<file path="config.mk">
export PLATFORM = sky130hd
export DESIGN_NAME = gb_subbus_bridge
export DESIGN_NICKNAME = d
export VERILOG_FILES = /design/src/rtl/gb_subbus_bridge.sv
export SDC_FILE = /design/constraint.sdc
export NUM_CORES = 1
export LEC_CHECK = 0
export BUFFER_PORTS_ARGS = -buffer_cell sky130_fd_sc_hd__buf_2
export CORE_MARGIN = 1.5
export CORE_UTILIZATION = 35
export DETAILED_ROUTE_END_ITERATION = 6
export GPL_TIMING_DRIVEN = 0
export PLACE_DENSITY_LB_ADDON = 0.2
export SLEW_MARGIN = 10
export SYNTH_ARGS = -nofsm -noshare
export SYNTH_HDL_FRONTEND = slang
export SYNTH_SLANG_ARGS = --single-unit
</file>
<file path="constraint.sdc">
create_clock -name clk -period 1.07 [get_ports clk]
set_input_delay 0.214 -clock clk [delete_from_list [all_inputs] [get_ports clk]]
set_output_delay 0.214 -clock clk [all_outputs]
set_load 0.01 [all_outputs]
</file>
<file path="src/rtl/gb_subbus_bridge.sv">
// Ghostbus bridge: decodes parent accesses into NCHAN child windows, pipelined read return.
// Optional decode-miss flag and miss pattern enabled by `define GB_BRIDGE_DECERR_EN.
module gb_subbus_bridge #(
    parameter int                   AW        = 24,
    parameter int                   DW        = 32,
    parameter int                   NCHAN     = 2,
    parameter int                   CAW       = 8,
    parameter logic [NCHAN*AW-1:0]  BASE_ADDR = {24'h000100, 24'h000000},
    parameter int                   CHILD_LAT = 1
) (
    input  logic                clk,
    input  logic                rst,
    input  logic [AW-1:0]       p_addr,
    input  logic [DW-1:0]       p_wdata,
    input  logic                p_wstb,
    output logic [DW-1:0]       p_rdata,
    output logic [AW-1:0]       c_addr,
    output logic [DW-1:0]       c_wdata,
    output logic [NCHAN-1:0]    c_wstb,
    output logic [NCHAN-1:0]    c_sel,
    input  logic [NCHAN*DW-1:0] c_rdata,
    output logic                dec_err,
    input  logic                dec_err_clr
);

    localparam int CW = (NCHAN > 1) ? $clog2(NCHAN) : 1;

`ifdef GB_BRIDGE_DECERR_EN
    localparam logic [DW-1:0] MISS_DATA = DW'(32'hDEC0DEAD);
`else
    localparam logic [DW-1:0] MISS_DATA = '0;
`endif

    typedef struct packed {
        logic          rd;
        logic [CW-1:0] ch;
        logic          miss;
    } tag_t;

    logic [NCHAN-1:0] hit;
    logic [NCHAN-1:0] sel;
    logic [CW-1:0]    idx;
    logic             miss;
    tag_t             tag_q;
    tag_t             tag_al;
    logic [DW-1:0]    rdata_d;

    // Descending scan so the lowest matching channel wins on overlap.
    always_comb begin
        hit = '0;
        sel = '0;
        idx = '0;
        for (int k = NCHAN - 1; k >= 0; k--) begin
            hit[k] = (p_addr[AW-1:CAW] == BASE_ADDR[k*AW+CAW +: AW-CAW]);
            if (hit[k]) begin
                sel    = '0;
                sel[k] = 1'b1;
                idx    = CW'(k);
            end
        end
        miss = ~|hit;
    end

    always_ff @(posedge clk) begin
        if (rst) begin
            c_addr  <= '0;
            c_wdata <= '0;
            c_wstb  <= '0;
            c_sel   <= '0;
            tag_q   <= '0;
        end else begin
            c_addr  <= {{(AW-CAW){1'b0}}, p_addr[CAW-1:0]};
            c_wdata <= p_wdata;
            c_wstb  <= {NCHAN{p_wstb}} & sel;
            c_sel   <= sel;
            tag_q   <= '{rd: ~p_wstb, ch: idx, miss: miss};
        end
    end

    // Tag delay matches the child read latency so it lines up with c_rdata.
    generate
        if (CHILD_LAT == 0) begin : g_nolat
            assign tag_al = tag_q;
        end else begin : g_lat
            tag_t sr [CHILD_LAT];
            always_ff @(posedge clk) begin
                if (rst) begin
                    for (int i = 0; i < CHILD_LAT; i++) sr[i] <= '0;
                end else begin
                    sr[0] <= tag_q;
                    for (int i = 1; i < CHILD_LAT; i++) sr[i] <= sr[i-1];
                end
            end
            assign tag_al = sr[CHILD_LAT-1];
        end
    endgenerate

    always_comb begin
        rdata_d = '0;
        if (tag_al.rd) begin
            if (tag_al.miss) rdata_d = MISS_DATA;
            else             rdata_d = c_rdata[tag_al.ch*DW +: DW];
        end
    end

    always_ff @(posedge clk) begin
        if (rst) p_rdata <= '0;
        else     p_rdata <= rdata_d;
    end

`ifdef GB_BRIDGE_DECERR_EN
    always_ff @(posedge clk) begin
        if (rst)              dec_err <= 1'b0;
        else if (miss)        dec_err <= 1'b1;
        else if (dec_err_clr) dec_err <= 1'b0;
    end
`else
    logic unused_dec_err_clr;
    assign unused_dec_err_clr = dec_err_clr;
    assign dec_err = 1'b0;
`endif

endmodule
</file>
Word-level counts from Yosys, hierarchy flattened
Memory sizes are Yosys's and may differ from the RTL's.
Cells that the tools add are included.
- register bits after elaboration: 95
- RAM bits: 3
- input port bits: 124
- output and inout port bits: 93
- logic and storage cells: 29
- memories kept: 1
- memories (memory ; words ; width ; read ports ; clocked after memory_dff ; write ports ; RTL line ; source):
    g_lat.sr ; 1 ; 3 ; 1 ; 0 ; 1 ; 85 ; tag_t sr [CHILD_LAT];
- equality and inequality tests: 1
- shifts and indexed selects: 1
- mux-type cells: 8
- bitwise logic cells: 3
- reduce and logical (&&, ||, !) cells: 6
- operator list (cell ; count):
    variable part select 64 x 7 -> 32 bit ; 1
    == test 16 x 1 -> 1 bit (second input constant) ; 1
    logical NOT 16 bit ; 1
    OR reduction 3 bit ; 2
    two-way mux 1 bit ; 5
    two-way mux 2 bit ; 2
    OR reduction 2 bit ; 2
    two-way mux 3 bit ; 1
    AND 2 bit ; 1
    NOT 1 bit ; 2
    logical NOT 1 bit ; 1

Longest topological paths before layout
Gate-level depths: netlist of the first run.
- depth after elaboration: 4
- mapped depth: 4

Least setup slack after synthesis of the first run
OpenSTA, ideal clock, no wires.
- path type: register to register
- start: mem g_lat.sr[0][1] (netlist bit)
- end: reg p_rdata[10]
- arrival time: 0.942 ns
- required time: 0.955 ns
- slack: 0.013 ns
- cell stages (with the launch flop): 5
- buffers on the path: 2
- period minus slack after synthesis: 1.057 ns
- cell sequence: dfxtp_1 -> buf_2 -> buf_2 -> mux2i_1 -> nor2_2
- longest elaborated chain between the ends: 2
- ends and longest elaborated chain (item ; RTL line ; source):
    start, declared ; 85 ;
    memory read (1 x 3 bit) ; - ;
    variable part select 64 x 7 -> 32 bit ; 102 ; else rdata_d = c_rdata[tag_al.ch*DW +: DW];
    end signal, assigned ; 108 ; else p_rdata <= rdata_d;
    end, declared ; 16 ; output logic [DW-1:0] p_rdata,
Every way passes these cells.
A chain may end at the register's enable or synchronous reset.

Final worst setup path of the first run
- start: mem g_lat.sr[0][0] (netlist bit)
- end: reg p_rdata[27]
- longest elaborated chain between the ends: 2
- ends and longest elaborated chain (item):
    memory read (1 x 3 bit)
    OR reduction 3 bit (no source line)
Every way passes these cells.

==> summary by stage, run 1 <==
Synthesis
The synthesized netlist occupies a cell area of ~2700 µm². The xor and xnor area share after synthesis is 0. The compound-gate portion of the synthesized area is 0.

The combinational family with the most area after synthesis is simple AND/OR/NAND/NOR gates. The number of warning messages in the yosys log is 0. By area the synthesized netlist is led by sky130_fd_sc_hd__dfxtp_1 61%, sky130_fd_sc_hd__mux2i_1 12%, sky130_fd_sc_hd__nor2b_1 10%. The synthesized instance count is 234. Of the post-synthesis cell area, the part taken by muxes is 0.120. Counting flops with an async set or reset pin after synthesis yields a share of 0. The part of the Yosys area used for sequential elements is 0.613. The commonest cells after synthesis are 82 x sky130_fd_sc_hd__dfxtp_1, 44 x sky130_fd_sc_hd__nor2b_1, 32 x sky130_fd_sc_hd__mux2i_1. Averaged over all synthesized cells, the footprint is around 11 µm². Of the post-synthesis cell area, the dominant cell type holds 0.613. The library cell with the highest instance count after synthesis is sky130_fd_sc_hd__dfxtp_1. After synthesis the netlist holds a flip-flop and latch count of slightly above 80. The number of enable-type register cells in the synthesized netlist is 0.

The predominant post-synthesis flop cell is sky130_fd_sc_hd__dfxtp_1. Of the total synthesized cell area, the portion taken by full adders, half adders and majority gates is 0. The number of distinct library cell variants in the gate-level netlist after synthesis is 17. Of the total synthesized cell area, the portion taken by AND, OR, NAND and NOR gates is 0.189.

The biggest area contributor in the post-synthesis netlist is sky130_fd_sc_hd__dfxtp_1.

Die
The area of the die is roughly 8000 µm². The die is 90.5 µm tall. The starting utilization of the core area is 0.365.

The core footprint is between 7000 and 8000 µm². The number of ports placed on the die boundary is roughly 220. Row generation in the floorplan step produced 31 rows. The x dimension of the die is 90.5 µm.

Setup path
The worst reg2reg path endpoint is p_rdata[27]$_SDFF_PP0_. Among all stages on the critical path, the largest delay is contributed by sky130_fd_sc_hd__or3b_1. In this design, the stage delay of the slowest critical-path cell is roughly 0.36 ns.

The gate family responsible for the most delay along the worst path is simple AND/OR/NAND/NOR gates. The internal reg-to-reg setup slack is -0.04 ns. The worst setup path is launched from a flop.

The endpoint kind of the worst setup timing path is a flop. The number of cells on the worst reg-to-reg path is 4. Data on the critical path is required at its endpoint by ~1.3 ns. The maximum fanout encountered on the critical timing path is 10. The start-to-end type of the worst setup path is reg2reg.

The startpoint identified for the worst register-to-register timing path is g_lat.sr[0][0]$_SDFF_PP0_. The critical path arrival is ~1.4 ns. Walking the worst path, the cells encountered are or3b_1, buf_6, buf_6, nor2_2. Together, buffers and inverters on the worst path number 2. Among the stages of the critical path, the cell type that occurs most often is sky130_fd_sc_hd__buf_6.

STA
The clock arrives with between 0.008 and 0.009 ns of skew. Setup violations remaining at the end of the flow were counted as 30. The final critical path time including I/O delays and setup is ~1.1 ns.

For this run, the top clock speed supported by timing is between 900 and 1000 MHz. Dividing the final minimum period by the clock period gives 1.04. The max-slew violation count is 0.

Setup repair after global routing could not meet its margin everywhere. The post-route worst setup slack is -0.0380 ns. The total count of hold-check failures in the final report is 0. Final hold analysis gives a worst-case slack of ~0.062 ns.

Detailed routing
The routed layout has ~2,200 vias. The post-detailed-route via-to-cell ratio is 3.98. For this run, design rule violations remaining after detail routing come to 0.

The first detailed-routing pass ran for 4 iterations. In the final routed layout, each cell accounts on average for around 11 µm. The count of nets left with antenna violations once routing finished came out at 0. The routed design has around 6.0 mm of wire. The detailed router's first-iteration violation count is 28.

Finish
At the end of the flow, the number of nets in the layout was a little under 600. The count of fill cells added during filler insertion is between 600 and 700. The relative area change from synthesis to final layout is 53.7%. The fraction of final layout cells sized beyond drive strength 1 is 0.556.

The repair_antennas step left the layout with diodes totalling 0.

Power and ir drop
The maximum vdd ir drop is approximately 0.7 mV. The power per cell area is about 1500 nW/µm². The leakage dissipation is a little over 2 nW.

Min path
The worst hold path stage count is 2. The worst hold path terminates at tag_q[2]$_SDFF_PP0_. The hold path startpoint is p_wstb. The type of the worst min-delay path is in2reg.

Place
The last weighted congestion value of the routability-driven placer is approximately 0.73. The pre-CTS setup slack is -0.183 ns. Input and output buffers added on the ports amount to just under 200. The half-perimeter wire length of the detailed placement result is between 4 and 5 mm.

Global route
The global-route wire length before repair is around 9.4 mm. Entering global routing, the biggest net connects 15 pins. The initial antenna violation count is 0. The overflow left after global routing is 0. The via count of the first global-routing pass is between 2,000 and 2,500. Across every metal layer, demand over resource in global routing totals 0.145.

CTS
After clock tree synthesis, the clock-pin slew on the worst setup and hold paths is 0.08 ns. In this run the number of H-tree levels came out at 3. CTS placed an instance of sky130_fd_sc_hd__clkbuf_8 at the clock tree root. The count of hold buffers inserted by post-cts repair is 0. The clock drives 82 sinks. The later pin in the worst-skew pair is clocked with a latency of around 0.33 ns. TritonCTS built the clock tree.

The total setup buffers inserted after CTS is 0. The buffer depth of the longest clock path is 2. The number of buffers created by CTS is 9.

Run
The count of maximum capacitance violations is 0.

Status
The checks that failed: negative setup slack. The run finished, with violations left.
[flip-flops by register name, summed over array words and instances (netlist names)]
| name | cells |
|---|---|
| g_lat.sr | 3 |
| p_rdata | 32 |
| c_sel | 2 |
| c_wstb | 2 |
| c_addr | 8 |
| c_wdata | 32 |
| tag_q | 3 |
[layer usage]
metal,global-route usage,share of wire
met1,0.142,0.37
met2,0.272,0.52
met3,0.0446,0.093
met4,0.0754,0.019
met5,0,0
[power by group]
group | switching [mW] | internal, mW | total (mW)
Sequential | 0.0201 | 3.15 | 3.17
Combinational | 0.263 | 0.342 | 0.605
Clock | 1.08 | 1.16 | 2.23
[how the worst max path moves through the flow]
| stage | startpoint | end | slack [ns] | cells past startpoint |
|---|---|---|---|---|
| finish | g_lat.sr[0][0]$_SDFF_PP0_ | p_rdata[27]$_SDFF_PP0_ | -0.04 | 4 |
| detailed placement | p_addr[17] | c_wstb[0]$_SDFF_PP0_ | -0.18 | 4 |
| global placement | p_addr[17] | c_wstb[0]$_SDFF_PP0_ | -0.15 | 4 |
| floorplan | g_lat.sr[0][1]$_SDFF_PP0_ | p_rdata[10]$_SDFF_PP0_ | 0.01 | 4 |
| global route | g_lat.sr[0][0]$_SDFF_PP0_ | p_rdata[7]$_SDFF_PP0_ | -0.09 | 4 |
| CTS | g_lat.sr[0][0]$_SDFF_PP0_ | p_rdata[9]$_SDFF_PP0_ | -0.05 | 4 |
[logic make-up (layout without fill, tap and decap cells)]
group	after synthesis	after routing
mux	32	32
other cells	1	17
flops	82	82
buf+inv	30	244
simple gates	89	89
[worst reg2reg max path: stages (launching register included)]
cell	delay [ns]
sky130_fd_sc_hd__dfxtp_1	0.30
sky130_fd_sc_hd__or3b_1	0.36
sky130_fd_sc_hd__buf_6	0.15
sky130_fd_sc_hd__buf_6	0.14
sky130_fd_sc_hd__nor2_2	0.10
[stage by stage]
step	utilization	std cells	total power [mW]	instance area (µm²)	TNS [ns]
6_report	0.561	563	6.01	4120	-0.718
5_1_grt	0.561	563	6.31	4120	-2.07
4_1_cts	0.559	563	6.11	4100	-1.00
3_5_place_dp	0.526	547	3.85	3850	-5.47
3_3_place_gp	0.526	547	3.84	3850	-4.81
2_1_floorplan	-	250	3.52	2740	0
[what timing repair did]
item                       in CTS  in global routing
resized for setup              14                  6
hold endpoints to repair        0                  0
setup endpoints to repair      30                 30
pin swaps                       0                  0
[layout make-up]
class / count / area, µm² / area share
clock inverter: 5 / 62.6 / 0.0152
timing repair buffer: 198 / 991 / 0.241
sequential: 82 / 1640 / 0.399
clock buffer: 11 / 141 / 0.0344
tap: 99 / 124 / 0.0301
multi-input combinational: 138 / 913 / 0.222
buffer: 30 / 241 / 0.0587
[placed cells by master, fill, tap and decap left out]
cell                         count
sky130_fd_sc_hd__nor2_1         14
sky130_fd_sc_hd__clkbuf_8       10
sky130_fd_sc_hd__nor4b_2         1
sky130_fd_sc_hd__mux2i_1        32
sky130_fd_sc_hd__nor4_1          3
sky130_fd_sc_hd__clkinv_4        1
sky130_fd_sc_hd__conb_1         17
sky130_fd_sc_hd__nor2b_1        44
sky130_fd_sc_hd__clkinvlp_4      2
sky130_fd_sc_hd__nand4_1         1
sky130_fd_sc_hd__buf_2         198
sky130_fd_sc_hd__clkbuf_1        6
sky130_fd_sc_hd__nor3_1          3
sky130_fd_sc_hd__buf_4          18
sky130_fd_sc_hd__bufinv_16       1
sky130_fd_sc_hd__buf_6           6
sky130_fd_sc_hd__nor2_2         19
sky130_fd_sc_hd__buf_12          1
sky130_fd_sc_hd__inv_6           1
sky130_fd_sc_hd__or3b_1          1
sky130_fd_sc_hd__dfxtp_1        82
sky130_fd_sc_hd__nand2_1         1
sky130_fd_sc_hd__nor3b_1         2
No activity file was read; power rests on OpenSTA's default activity.
==> run 2: changes to the inputs <==
--- a/config.mk
+++ b/config.mk
@@ -6,11 +6,13 @@
 export NUM_CORES = 1
 export LEC_CHECK = 0
 export BUFFER_PORTS_ARGS = -buffer_cell sky130_fd_sc_hd__buf_2
+export CAP_MARGIN = 20
 export CORE_MARGIN = 1.5
 export CORE_UTILIZATION = 35
 export DETAILED_ROUTE_END_ITERATION = 6
 export GPL_TIMING_DRIVEN = 0
 export PLACE_DENSITY_LB_ADDON = 0.2
+export REMOVE_ABC_BUFFERS = 1
 export SLEW_MARGIN = 10
 export SYNTH_ARGS = -nofsm -noshare
 export SYNTH_HDL_FRONTEND = slang
==> summary by stage, run 2 (synthesis gave the netlist of run 1 again) <==
Run
The count of maximum capacitance violations is 0.

Status
The checks that failed: negative setup slack. The run finished, with violations left.

Setup path
Data on the critical path is required at its endpoint by 1.34 ns. By startpoint and endpoint, the worst setup path is classified as reg2reg. The number of cells on the worst reg-to-reg path is 3. STA classifies the critical path startpoint as a flop. The maximum fanout encountered on the critical timing path is 20. In this run the register-to-register setup slack is -0.02 ns. In this run the critical register-to-register path is launched from g_lat.sr[0][2]$_SDFF_PP0_. The critical path arrival is around 1.4 ns. The worst register-to-register path ends at p_rdata[14]$_SDFF_PP0_. The endpoint kind of the worst setup timing path is a flop.

Global route
The global-route wire length before repair is 9.38 mm. The via count of the first global-routing pass was between 2,000 and 2,500. The initial antenna violation count is 0. The global routing usage summed across all routing layers is 0.146.

Entering global routing, the biggest net connects 52 pins. After global routing the overflow that remains totals 0.

CTS
In this run, post-CTS hold repair placed 0 buffers. The buffer depth of the longest clock path is 2. The root buffer cell is sky130_fd_sc_hd__clkbuf_8.

TritonCTS built the clock tree. The H-tree was split into 3 levels. The clock latency on the worst-skew pair is approximately 0.34 ns.

The TritonCTS sink count is around 80. After clock tree synthesis, the clock-pin slew on the worst setup and hold paths is about 0.08 ns. The number of buffers created by CTS is 9.

Detailed routing
The aggregate routed wire length is ~6.2 mm. The detailed router's first-iteration violation count is 32. The detailed-router iteration count before antenna repair is 4. The post-detailed-route via-to-cell ratio is roughly 4.1. In the final routed layout, each cell accounts on average for between 10 and 15 µm. In the routed design, unresolved DRC markers number 0.

The count of nets left with antenna violations once routing finished came out at 0. Summing over every cut layer, the via total after detailed routing is 2,223.

Die
The cell row count is 31. The die covers around 8200 µm². The number of ports placed on the die boundary is between 200 and 250.

Measured along the x axis, the die boundary spans 90.5 µm. The die span in y is 90.5 µm. The region available for standard cell placement spans around 7300 µm². The initial utilization of the core area, before any placement, comes to 0.365.

Finish
In the final layout, the registers with the most flip-flops are c_wdata x32, p_rdata x32, c_addr x8. The relative area change from synthesis to final layout is 47.5%. The repair_antennas step left the layout with diodes totalling 0. The library cell used most frequently in the layout, excluding fill and tap cells, is sky130_fd_sc_hd__buf_2.

Leaving out fill and tap cells, the most frequent cells in the layout are 197 x sky130_fd_sc_hd__buf_2, 80 x sky130_fd_sc_hd__dfxtp_1, 44 x sky130_fd_sc_hd__nor2b_1. The fraction of final layout cells sized beyond drive strength 1 is 0.540. The number of nets in the layout is roughly 560. The final instance area is 3950 µm².

Power and ir drop
IR analysis of the VDD net gives a maximum drop of 0.798 mV. The power per cell area is 1430 nW/µm². Overall power consumption after layout is estimated at about 5.6 mW. The leakage dissipation is ~1.9 nW.

Min path
The endpoint of the worst hold-timing path is tag_q[2]$_SDFF_PP0_. The worst hold path begins at p_wstb. The path class of the tightest hold or removal check is in2reg. Along the worst hold path, the cell count comes to 2.

STA
The max-slew violation count is 0. Setup repair after global routing could not meet its margin everywhere. The post-route worst setup slack is -0.0160 ns. The final critical path time including I/O delays and setup is ~1.1 ns. The total count of hold-check failures in the final report is 0.

Based on the critical path, the design can be clocked at up to between 900 and 1000 MHz. The final setup violation count is 5. The final worst clock skew is 0.00928 ns.

The share of the clock period used by the worst path after layout is 1.01.

Place
The last weighted congestion value of the routability-driven placer is roughly 0.71. The instance area after placement is around 3700 µm². The half-perimeter wire length of the detailed placement result is 4.70 mm. During placement, the flow inserted port buffers numbering 198.
-- run 2: cell count changes in the layout (fill, tap and decap cells not counted), moves of 2 or more --
cell,before,now
sky130_fd_sc_hd__buf_4,18,2
sky130_fd_sc_hd__nor2_2,19,12
sky130_fd_sc_hd__buf_6,6,0
sky130_fd_sc_hd__nor2_1,14,20
sky130_fd_sc_hd__clkbuf_1,6,1
sky130_fd_sc_hd__clkinv_2,0,3
sky130_fd_sc_hd__dfxtp_1,82,80
sky130_fd_sc_hd__mux2i_1,32,30
sky130_fd_sc_hd__mux2i_2,0,2
-- run 2: worst max-delay path by stage --
stage | from | cells after the start | to | slack (ns)
detailed placement | rst | 4 | p_rdata[31]$_SDFF_PP0_ | -0.87
floorplan | g_lat.sr[0][1]$_SDFF_PP0_ | 2 | p_rdata[10]$_SDFF_PP0_ | -0.69
global placement | rst | 3 | p_rdata[19]$_SDFF_PP0_ | -1.28
global route | g_lat.sr[0][2]$_SDFF_PP0_ | 3 | p_rdata[23]$_SDFF_PP0_ | -0.07
finish | g_lat.sr[0][2]$_SDFF_PP0_ | 3 | p_rdata[14]$_SDFF_PP0_ | -0.02
CTS | g_lat.sr[0][2]$_SDFF_PP0_ | 3 | p_rdata[14]$_SDFF_PP0_ | -0.02
-- run 2: area by class of cell --
cell class | count | area [µm²]
Fill cell | 696 | 3380
Sequential cell | 82 | 1650
Timing Repair Buffer | 203 | 1090
Multi-Input combinational cell | 138 | 913
Clock buffer | 11 | 141
Tap cell | 99 | 124
Clock inverter | 5 | 30.0
-- run 2: layer usage --
layer  global-route usage  vias to the layer above  share of wire
met2                0.244                      139           0.47
met5                    0                        -              0
met4               0.0688                        0          0.018
met1                0.142                      966           0.38
met3               0.0909                       12           0.13
li1                     -                     1106              -
-- run 2: worst max-delay path, cell delays in order (launching register included) --
cell                      delay (ns)
sky130_fd_sc_hd__dfxtp_1        0.31
sky130_fd_sc_hd__or3b_4         0.42
sky130_fd_sc_hd__buf_16         0.18
sky130_fd_sc_hd__nor2_1         0.11
-- run 2: power by group --
group | internal (mW) | switching (mW) | total [mW]
clock network | 0.894 | 1.02 | 1.91
logic | 0.303 | 0.256 | 0.559
registers | 3.15 | 0.0239 | 3.18
total | 4.35 | 1.30 | 5.65
-- run 2: per-stage QoR --
step / util / instances / hold WS (ns) / TNS, ns / setup WS, ns
after floorplan: - / 220 / 0.281 / -21.54 / -0.685
after global placement: 0.498 / 517 / 0.402 / -40.69 / -1.28
after detailed placement: 0.504 / 519 / 0.405 / -29.88 / -0.873
after CTS: 0.533 / 537 / 0.0340 / -0.155 / -0.0239
after global routing: 0.539 / 538 / 0.0409 / -0.957 / -0.0666
final: 0.539 / 538 / 0.0515 / -0.0289 / -0.0160
-- run 2: repair_timing --
| item | 4_1_cts | 5_1_grt |
|---|---|---|
| cloned | 0 | 1 |
| buffers inserted | 2 | 0 |
| pin swaps | 0 | 0 |
| resized for setup | 4 | 6 |
| setup endpoints to repair | 32 | 27 |
| endpoints found under the hold margin | 0 | 0 |
